$ cat src/rtl/mir_pkg.sv
// Shared definitions for the pipelined microinstruction register: default field widths,
// field offset helpers, controller states and the NOP word.
package mir_pkg;

    localparam int unsigned DefRegWidth   = 6;
    localparam int unsigned DefAluWidth   = 4;
    localparam int unsigned DefCondWidth  = 3;
    localparam int unsigned DefJumpWidth  = 11;
    localparam int unsigned DefMemTimeout = 16;

    function automatic int unsigned mir_width(input int unsigned reg_w, input int unsigned alu_w,
                                              input int unsigned cond_w,
                                              input int unsigned jump_w);
        return 3 * reg_w + 5 + alu_w + cond_w + jump_w;
    endfunction

    // Fields are packed MSB first: A, AMUX, B, BMUX, C, CMUX, RD, WR, ALU, COND, JUMP_ADDR.
    function automatic int unsigned wr_pos(input int unsigned alu_w, input int unsigned cond_w,
                                           input int unsigned jump_w);
        return jump_w + cond_w + alu_w;
    endfunction

    localparam int unsigned DefMirWidth =
        mir_width(DefRegWidth, DefAluWidth, DefCondWidth, DefJumpWidth);
    localparam int unsigned DefCondLsb  = DefJumpWidth;
    localparam int unsigned DefAluLsb   = DefCondLsb + DefCondWidth;
    localparam int unsigned DefWrBit    = wr_pos(DefAluWidth, DefCondWidth, DefJumpWidth);
    localparam int unsigned DefRdBit    = DefWrBit + 1;

    typedef enum logic [1:0] {
        StExec,
        StMemWait,
        StErr
    } mir_state_e;

    function automatic logic [DefMirWidth-1:0] mir_nop();
        return '0;
    endfunction

endpackage

$ cat src/rtl/mir_mem_watchdog.sv
// Memory-wait cycle counter; expired flags the last permitted wait cycle so the
// controller can trap a missing acknowledge.
module mir_mem_watchdog
    import mir_pkg::*;
#(
    parameter int unsigned MemTimeout = DefMemTimeout
) (
    input  logic clk_i,
    input  logic rst_i,
    input  logic clear_i,
    input  logic enable_i,
    output logic expired_o
);

    localparam int unsigned CntWidth = $clog2(MemTimeout + 1);

    logic [CntWidth-1:0] count_q, count_d;

    always_comb begin
        count_d = count_q;
        if (clear_i) begin
            count_d = '0;
        end else if (enable_i) begin
            count_d = count_q + CntWidth'(1);
        end
    end

    always_ff @(negedge clk_i) begin
        if (rst_i) begin
            count_q <= '0;
        end else begin
            count_q <= count_d;
        end
    end

    assign expired_o = (count_q == CntWidth'(MemTimeout - 1));

endmodule

$ cat src/rtl/mir_pipe_ctrl.sv
// Microinstruction register that holds its word across memory accesses, stalls the MPC,
// inserts NOPs on flush and traps illegal or timed-out accesses. State changes on negedge.
module mir_pipe_ctrl
    import mir_pkg::*;
#(
    parameter int unsigned REG_BUS_WIDTH       = DefRegWidth,
    parameter int unsigned ALU_BUS_WIDTH       = DefAluWidth,
    parameter int unsigned COND_BUS_WIDTH      = DefCondWidth,
    parameter int unsigned JUMP_ADDR_BUS_WIDTH = DefJumpWidth,
    parameter int unsigned MEM_TIMEOUT         = DefMemTimeout,
    localparam int unsigned MIR_BUS_WIDTH =
        mir_width(REG_BUS_WIDTH, ALU_BUS_WIDTH, COND_BUS_WIDTH, JUMP_ADDR_BUS_WIDTH)
) (
    input  logic                           MIRP_CLOCK_50,
    input  logic                           SC_RegGENERAL_Reset_InHigh,
    input  logic [MIR_BUS_WIDTH-1:0]       MIRP_Microinstruccion_IN,
    input  logic                           MIRP_Load_InHigh,
    input  logic                           MIRP_Flush_InHigh,
    input  logic                           MIRP_MemAck_InHigh,
    output logic [REG_BUS_WIDTH-1:0]       MIRP_A_OUT,
    output logic [REG_BUS_WIDTH-1:0]       MIRP_B_OUT,
    output logic [REG_BUS_WIDTH-1:0]       MIRP_C_OUT,
    output logic                           MIRP_AMUX_OUT,
    output logic                           MIRP_BMUX_OUT,
    output logic                           MIRP_CMUX_OUT,
    output logic                           MIRP_RD_OUT,
    output logic                           MIRP_WR_OUT,
    output logic [ALU_BUS_WIDTH-1:0]       MIRP_ALU_OUT,
    output logic [COND_BUS_WIDTH-1:0]      MIRP_COND_OUT,
    output logic [JUMP_ADDR_BUS_WIDTH-1:0] MIRP_JUMP_ADDR_OUT,
    output logic                           MIRP_Valid_OUT,
    output logic                           MIRP_Ready_OUT,
    output logic                           MIRP_MemErr_OUT
);

    localparam int unsigned CondLsb = JUMP_ADDR_BUS_WIDTH;
    localparam int unsigned AluLsb  = CondLsb + COND_BUS_WIDTH;
    localparam int unsigned WrBit   = wr_pos(ALU_BUS_WIDTH, COND_BUS_WIDTH, JUMP_ADDR_BUS_WIDTH);
    localparam int unsigned RdBit   = WrBit + 1;
    localparam int unsigned CmuxBit = RdBit + 1;
    localparam int unsigned CLsb    = CmuxBit + 1;
    localparam int unsigned BmuxBit = CLsb + REG_BUS_WIDTH;
    localparam int unsigned BLsb    = BmuxBit + 1;
    localparam int unsigned AmuxBit = BLsb + REG_BUS_WIDTH;
    localparam int unsigned ALsb    = AmuxBit + 1;

    localparam logic [MIR_BUS_WIDTH-1:0] Nop = '0;

    mir_state_e               state_q, state_d;
    logic [MIR_BUS_WIDTH-1:0] mir_q, mir_d;
    logic [MIR_BUS_WIDTH-1:0] load_word;
    logic                     valid_q, valid_d;
    logic                     pend_q, pend_d;
    logic                     insert_nop;
    logic                     wd_clear, wd_enable, wd_expired;

    mir_mem_watchdog #(
        .MemTimeout (MEM_TIMEOUT)
    ) u_watchdog (
        .clk_i     (MIRP_CLOCK_50),
        .rst_i     (SC_RegGENERAL_Reset_InHigh),
        .clear_i   (wd_clear),
        .enable_i  (wd_enable),
        .expired_o (wd_expired)
    );

    always_comb begin
        state_d    = state_q;
        mir_d      = mir_q;
        valid_d    = valid_q;
        pend_d     = pend_q;
        wd_clear   = 1'b0;
        wd_enable  = 1'b0;
        insert_nop = MIRP_Flush_InHigh | pend_q;
        load_word  = insert_nop ? Nop : MIRP_Microinstruccion_IN;
        unique case (state_q)
            StExec: begin
                wd_clear = 1'b1;
                if (MIRP_Load_InHigh) begin
                    mir_d   = load_word;
                    valid_d = ~insert_nop;
                    pend_d  = 1'b0;
                    if (load_word[RdBit] && load_word[WrBit]) begin
                        state_d = StErr;
                        mir_d   = Nop;
                        valid_d = 1'b0;
                    end else if (load_word[RdBit] ^ load_word[WrBit]) begin
                        state_d = StMemWait;
                    end
                end else if (MIRP_Flush_InHigh) begin
                    pend_d = 1'b1;
                end
            end
            StMemWait: begin
                if (MIRP_Flush_InHigh) begin
                    pend_d = 1'b1;
                end
                // An ack on the final allowed cycle still completes the access.
                if (MIRP_MemAck_InHigh) begin
                    mir_d[RdBit] = 1'b0;
                    mir_d[WrBit] = 1'b0;
                    wd_clear     = 1'b1;
                    state_d      = StExec;
                end else if (wd_expired) begin
                    mir_d    = Nop;
                    valid_d  = 1'b0;
                    wd_clear = 1'b1;
                    state_d  = StErr;
                end else begin
                    wd_enable = 1'b1;
                end
            end
            StErr: begin
                mir_d    = Nop;
                valid_d  = 1'b0;
                wd_clear = 1'b1;
            end
            default: begin
                mir_d   = Nop;
                valid_d = 1'b0;
                state_d = StErr;
            end
        endcase
    end

    always_ff @(negedge MIRP_CLOCK_50) begin
        if (SC_RegGENERAL_Reset_InHigh) begin
            state_q <= StExec;
            mir_q   <= Nop;
            valid_q <= 1'b0;
            pend_q  <= 1'b0;
        end else begin
            state_q <= state_d;
            mir_q   <= mir_d;
            valid_q <= valid_d;
            pend_q  <= pend_d;
        end
    end

    assign MIRP_A_OUT         = mir_q[ALsb +: REG_BUS_WIDTH];
    assign MIRP_AMUX_OUT      = mir_q[AmuxBit];
    assign MIRP_B_OUT         = mir_q[BLsb +: REG_BUS_WIDTH];
    assign MIRP_BMUX_OUT      = mir_q[BmuxBit];
    assign MIRP_C_OUT         = mir_q[CLsb +: REG_BUS_WIDTH];
    assign MIRP_CMUX_OUT      = mir_q[CmuxBit];
    assign MIRP_RD_OUT        = mir_q[RdBit];
    assign MIRP_WR_OUT        = mir_q[WrBit];
    assign MIRP_ALU_OUT       = mir_q[AluLsb +: ALU_BUS_WIDTH];
    assign MIRP_COND_OUT      = mir_q[CondLsb +: COND_BUS_WIDTH];
    assign MIRP_JUMP_ADDR_OUT = mir_q[JUMP_ADDR_BUS_WIDTH-1:0];
    assign MIRP_Valid_OUT     = valid_q;
    assign MIRP_Ready_OUT     = (state_q == StExec);
    assign MIRP_MemErr_OUT    = (state_q == StErr);

endmodule

$ cat config.mk
export PLATFORM = sky130hd
export DESIGN_NAME = mir_pipe_ctrl
export DESIGN_NICKNAME = d
export VERILOG_FILES = /design/src/rtl/mir_pkg.sv /design/src/rtl/mir_mem_watchdog.sv /design/src/rtl/mir_pipe_ctrl.sv
export SDC_FILE = /design/constraint.sdc
export NUM_CORES = 1
export LEC_CHECK = 0
export ABC_AREA = 1
export BUFFER_PORTS_ARGS = -buffer_cell sky130_fd_sc_hd__buf_2
export CORE_ASPECT_RATIO = 0.5
export CORE_MARGIN = 3
export CORE_UTILIZATION = 49
export DETAILED_ROUTE_END_ITERATION = 10
export GPL_TIMING_DRIVEN = 0
export PLACE_DENSITY = 0.92
export SLEW_MARGIN = 30
export SYNTH_ARGS = -nofsm -noshare
export SYNTH_HDL_FRONTEND = slang
export SYNTH_SLANG_ARGS = --single-unit
$ cat constraint.sdc
create_clock -name MIRP_CLOCK_50 -period 1.9 [get_ports MIRP_CLOCK_50]
set_input_delay 0.19 -clock MIRP_CLOCK_50 [delete_from_list [all_inputs] [get_ports MIRP_CLOCK_50]]
set_output_delay 0.19 -clock MIRP_CLOCK_50 [all_outputs]
set_load 0.05 [all_outputs]
==> results of run 1 <==
-- Yosys cell counts --
| master | number |
|---|---|
| ha_1 | 5 |
| nand4_1 | 2 |
| buf_6 | 4 |
| buf_2 | 9 |
| nor2_2 | 1 |
| dfxtp_1 | 50 |
| nand2_1 | 103 |
| nand2_2 | 2 |
| nand3_1 | 45 |
| clkbuf_1 | 12 |
| inv_1 | 16 |
| nor2_1 | 49 |
| nor3_1 | 3 |
| inv_2 | 3 |
| nor2_4 | 1 |
| o21ai_0 | 1 |
| o211ai_1 | 1 |
| a21oi_1 | 48 |
-- kinds of logic after synthesis --
group | count (synthesis) | synth area share [%]
AOI/OAI and AO/OA | 50 | 10.6
adders and majority gates | 5 | 2.63
buffers and inverters | 44 | 8.69
DFF | 50 | 42.1
and+or+nand+nor | 206 | 35.9
-- timing repair --
item                                    in CTS
buffers inserted                            16
gates resized for setup                    212
pin swaps                                   52
cloned                                       5
endpoints found under the setup margin      86
-- through the flow --
step	utilization (%)	hold WS, ns
floorplan	-	0.445
global placement	66.3	0.450
detailed placement	66.3	0.453
CTS	92.9	0.463
==> results.cfg, run 1 <==
[clock_network]
cts-buffers-inserted = 5
clk_path_buf_depth = 2
cts-root-buf = clkbuf_8
numClockSinks = 50
htreeDepth = 2
cts_hold_buf = 0

[yosys]
synth_seq_cells = 50
synthTopCellsByArea = dfxtp_1, nand2_1, a21oi_1
synth_seq_area_share_pct = 42.1
ys_warn_count = 0
synth_top_area_share_pct = 42.1
syn-cell-area_sq_mm = 0.00238
synth_cells = 355
yosysTopAreaCell = dfxtp_1
syn_nets = 406
synthDistinctLibCells = 18
synth_area_per_cell_sq_um = 6.69

[status]
error_line = [ERROR DPL-0038] Utilization greater than 100%, impossible to legalize
status = aborted with a tool error
lastStage = global routing

[floorplan]
ios = 90
dieHeight_um = 55.2
die_x_um = 104
rows = 17
start_util_pct = 52.4

[placement]
placedCellCount = 509
place_area_sq_mm = 0.00300
gp_congestion = 0.858
preCtsSetupSlack_ns = -0.595
io_buffers = 88
hpwl_um = 4440

[sta]
worstEpCategory = primary output
grt_worst_setup_endpoint = MIRP_MemErr_OUT

[global_routing]
grt_max_degree = 16
==> run 2: changes to the inputs <==
--- a/config.mk
+++ b/config.mk
@@ -7,12 +7,11 @@
 export LEC_CHECK = 0
 export ABC_AREA = 1
 export BUFFER_PORTS_ARGS = -buffer_cell sky130_fd_sc_hd__buf_2
-export CORE_ASPECT_RATIO = 0.5
 export CORE_MARGIN = 3
-export CORE_UTILIZATION = 49
+export CORE_UTILIZATION = 40
 export DETAILED_ROUTE_END_ITERATION = 10
 export GPL_TIMING_DRIVEN = 0
-export PLACE_DENSITY = 0.92
+export PLACE_DENSITY_LB_ADDON = 0.15
 export SLEW_MARGIN = 30
 export SYNTH_ARGS = -nofsm -noshare
 export SYNTH_HDL_FRONTEND = slang
==> results.cfg, run 2 <==
[run]
cap_violations = 0

[clock_network]
cts_tree = yes
clk_path_buf_depth = 2
clkTransAtPathRegs_ns = 0.03
numClockSinks = 50
clock_latency_ns = 0.39
cts-root-buf = clkbuf_8
cts-buffers-inserted = 5
htreeDepth = 2

[floorplan]
die_x_um = 83.1
rows = 27
dieHeight_um = 83.1
design.core.area_sq_mm = 0.00564
start_util_pct = 42.1
fp.dieArea_sq_mm = 0.00690
ios = 90

[worst_setup_path]
startpoint = state_q[1]$_SDFFE_NP0P_
timing.rr.start = u_watchdog.count_q[0]$_SDFFE_NP0P_
r2r_cells = 12
reg2reg_to = mir_q[24]$_SDFFE_NP0P_
path_max_fanout = 5
cp.required_ns = 1.71
r2r_setup_slack_ns = 0.02
worst_setup_path_end_kind = output pin
critical_path_arrival_ns = 1.98
start_kind = flop
crit_type = reg2out

[final_layout]
areaGrowthSynthToFinish_pct = 89.2
largest_register = mir_q
diodes = 0
drive_gt1_share_pct = 53.1
layout_common_cells = nand2_1, inv_1, buf_2
largest_reg_flops = 41
final_util_pct = 79.7
reg_top3 = mir_q x41, u_watchdog.count_q x5, state_q x2
layout_commonest_cell = nand2_1
final_nets = 584

[sta]
drv_slew = 0
final.setup.worst_slack_ns = -0.274
setup_viol = 84
timing.slew.headroom_pct = 61.4
whs_ns = 0.459
skew_ns = 0.0257
grt_setup_unrepaired = yes
tightest_slew_ns = 0.580
final-hold-violation-count = 0

[status]
status = finished with violations
violations = setup timing

[yosys]
syn_nets = 406
yosysMostFrequentCell = nand2_1
synth_seq_area_share_pct = 42.1
synthTopCellsByArea = dfxtp_1, nand2_1, a21oi_1
synth_seq_cells = 50
synth_top_area_share_pct = 42.1
yosysTopAreaCell = dfxtp_1
synthDistinctLibCells = 18
synth_area_per_cell_sq_um = 6.69
ys_warn_count = 0
syn-cell-area_sq_mm = 0.00238
synth_cells = 355
synth-main-ff-cell = dfxtp_1
async_reset_ff_share_pct = 0
yosys-top-cells-count = nand2_1, dfxtp_1, nor2_1
synth_edf_count = 0

[global_routing]
antenna_found_initial = 0
grt_pass1_wl_um = 13100
grtUsageTotal_pct = 22.8
grt_max_degree = 14
grt_pass1_vias = 2899
grt_overflow = 0

[routing]
first_pass_iters = 4
drt-initial-drc-count = 168
wl_per_cell_um = 14.3
ant_nets = 0
vias_per_cell = 5.03
drc = 0
route.vias.total = 3042
wirelength_um = 8680

[min_path]
hp-class = reg2reg
hold_path_depth = 2
min_to = u_watchdog.count_q[4]$_SDFFE_NP0P_
worstHoldStart = u_watchdog.count_q[4]$_SDFFE_NP0P_

[power_and_ir_drop]
p_leak_nw = 2.12
irDropWorstVdd_uv = 650
p_per_area_mw_per_mm2 = 1060

[placement]
gp_congestion = 0.810
io_buffers = 88
hpwl_um = 4610
run 2: cell families (layout without fill, tap and decap cells):
kind of cell | count (synthesis) | count (layout) | synth area share [%]
fa+ha+maj | 5 | 5 | 2.63
buf+inv | 44 | 222 | 8.69
flops | 50 | 50 | 42.1
compound gates | 50 | 50 | 10.6
simple gates | 206 | 206 | 35.9
run 2: worst max-delay path by stage:
stage                                  end  slack, ns  depth (start not counted)
floorplan           mir_q[10]$_SDFFE_NP0P_      -0.29                         11
global placement     mir_q[8]$_SDFFE_NP0P_      -0.61                         12
detailed placement   mir_q[8]$_SDFFE_NP0P_      -0.63                         12
CTS                        MIRP_MemErr_OUT      -0.29                          3
global route               MIRP_MemErr_OUT      -0.32                          3
finish                     MIRP_MemErr_OUT      -0.27                          3
run 2: power by group:
| part | switching (W) | leakage [nW] | internal [W] |
|---|---|---|---|
| Combinational | 0.00146 | 1.38 | 0.000963 |
| Sequential | 0.000128 | 0.428 | 0.00121 |
| Clock | 0.000643 | 0.313 | 0.000382 |
run 2: area by class of cell:
cell class,instances,area (sq um)
Timing Repair inverter,1,11.3
Tap cell,72,90.1
Sequential cell,50,1060
Buffer,25,221
Timing Repair Buffer,121,1170
Fill cell,384,1150
Clock buffer,5,68.8
Inverter,18,82.6
Clock inverter,52,195
Multi-Input combinational cell,261,1590
run 2: metrics by stage:
step / total power [W] / TNS (ns) / area (sq um) / std cells / worst slack (ns)
finish: 0.00479 / -8.00 / 4490 / 605 / -0.274
global route: 0.00509 / -10.86 / 4490 / 605 / -0.319
CTS: 0.00440 / -7.42 / 4120 / 590 / -0.288
detailed placement: 0.00311 / -27.35 / 3010 / 515 / -0.627
global placement: 0.00309 / -26.52 / 3010 / 515 / -0.613
floorplan: 0.00270 / -11.84 / 2480 / 355 / -0.289
run 2: what timing repair did:
item,CTS,global route
buffers inserted,14,12
cloned,5,3
resized for setup,211,77
setup endpoints to repair,86,87
hold buffers,0,0
pin swaps,58,44
run 2: worst max-delay path, stage by stage (launching register included):
cell	delay, ns
dfxtp_4	0.37
inv_4	0.06
nor2_4	0.09
buf_8	0.15
run 2: per-layer routing:
metal / share of wire [%] / global-route usage (%)
met1: 40 / 26.7
met2: 52 / 37.5
met3: 5.9 / 7.24
met4: 2.2 / 10.8
met5: 0 / 0
Power figures use the tool's default switching activity.
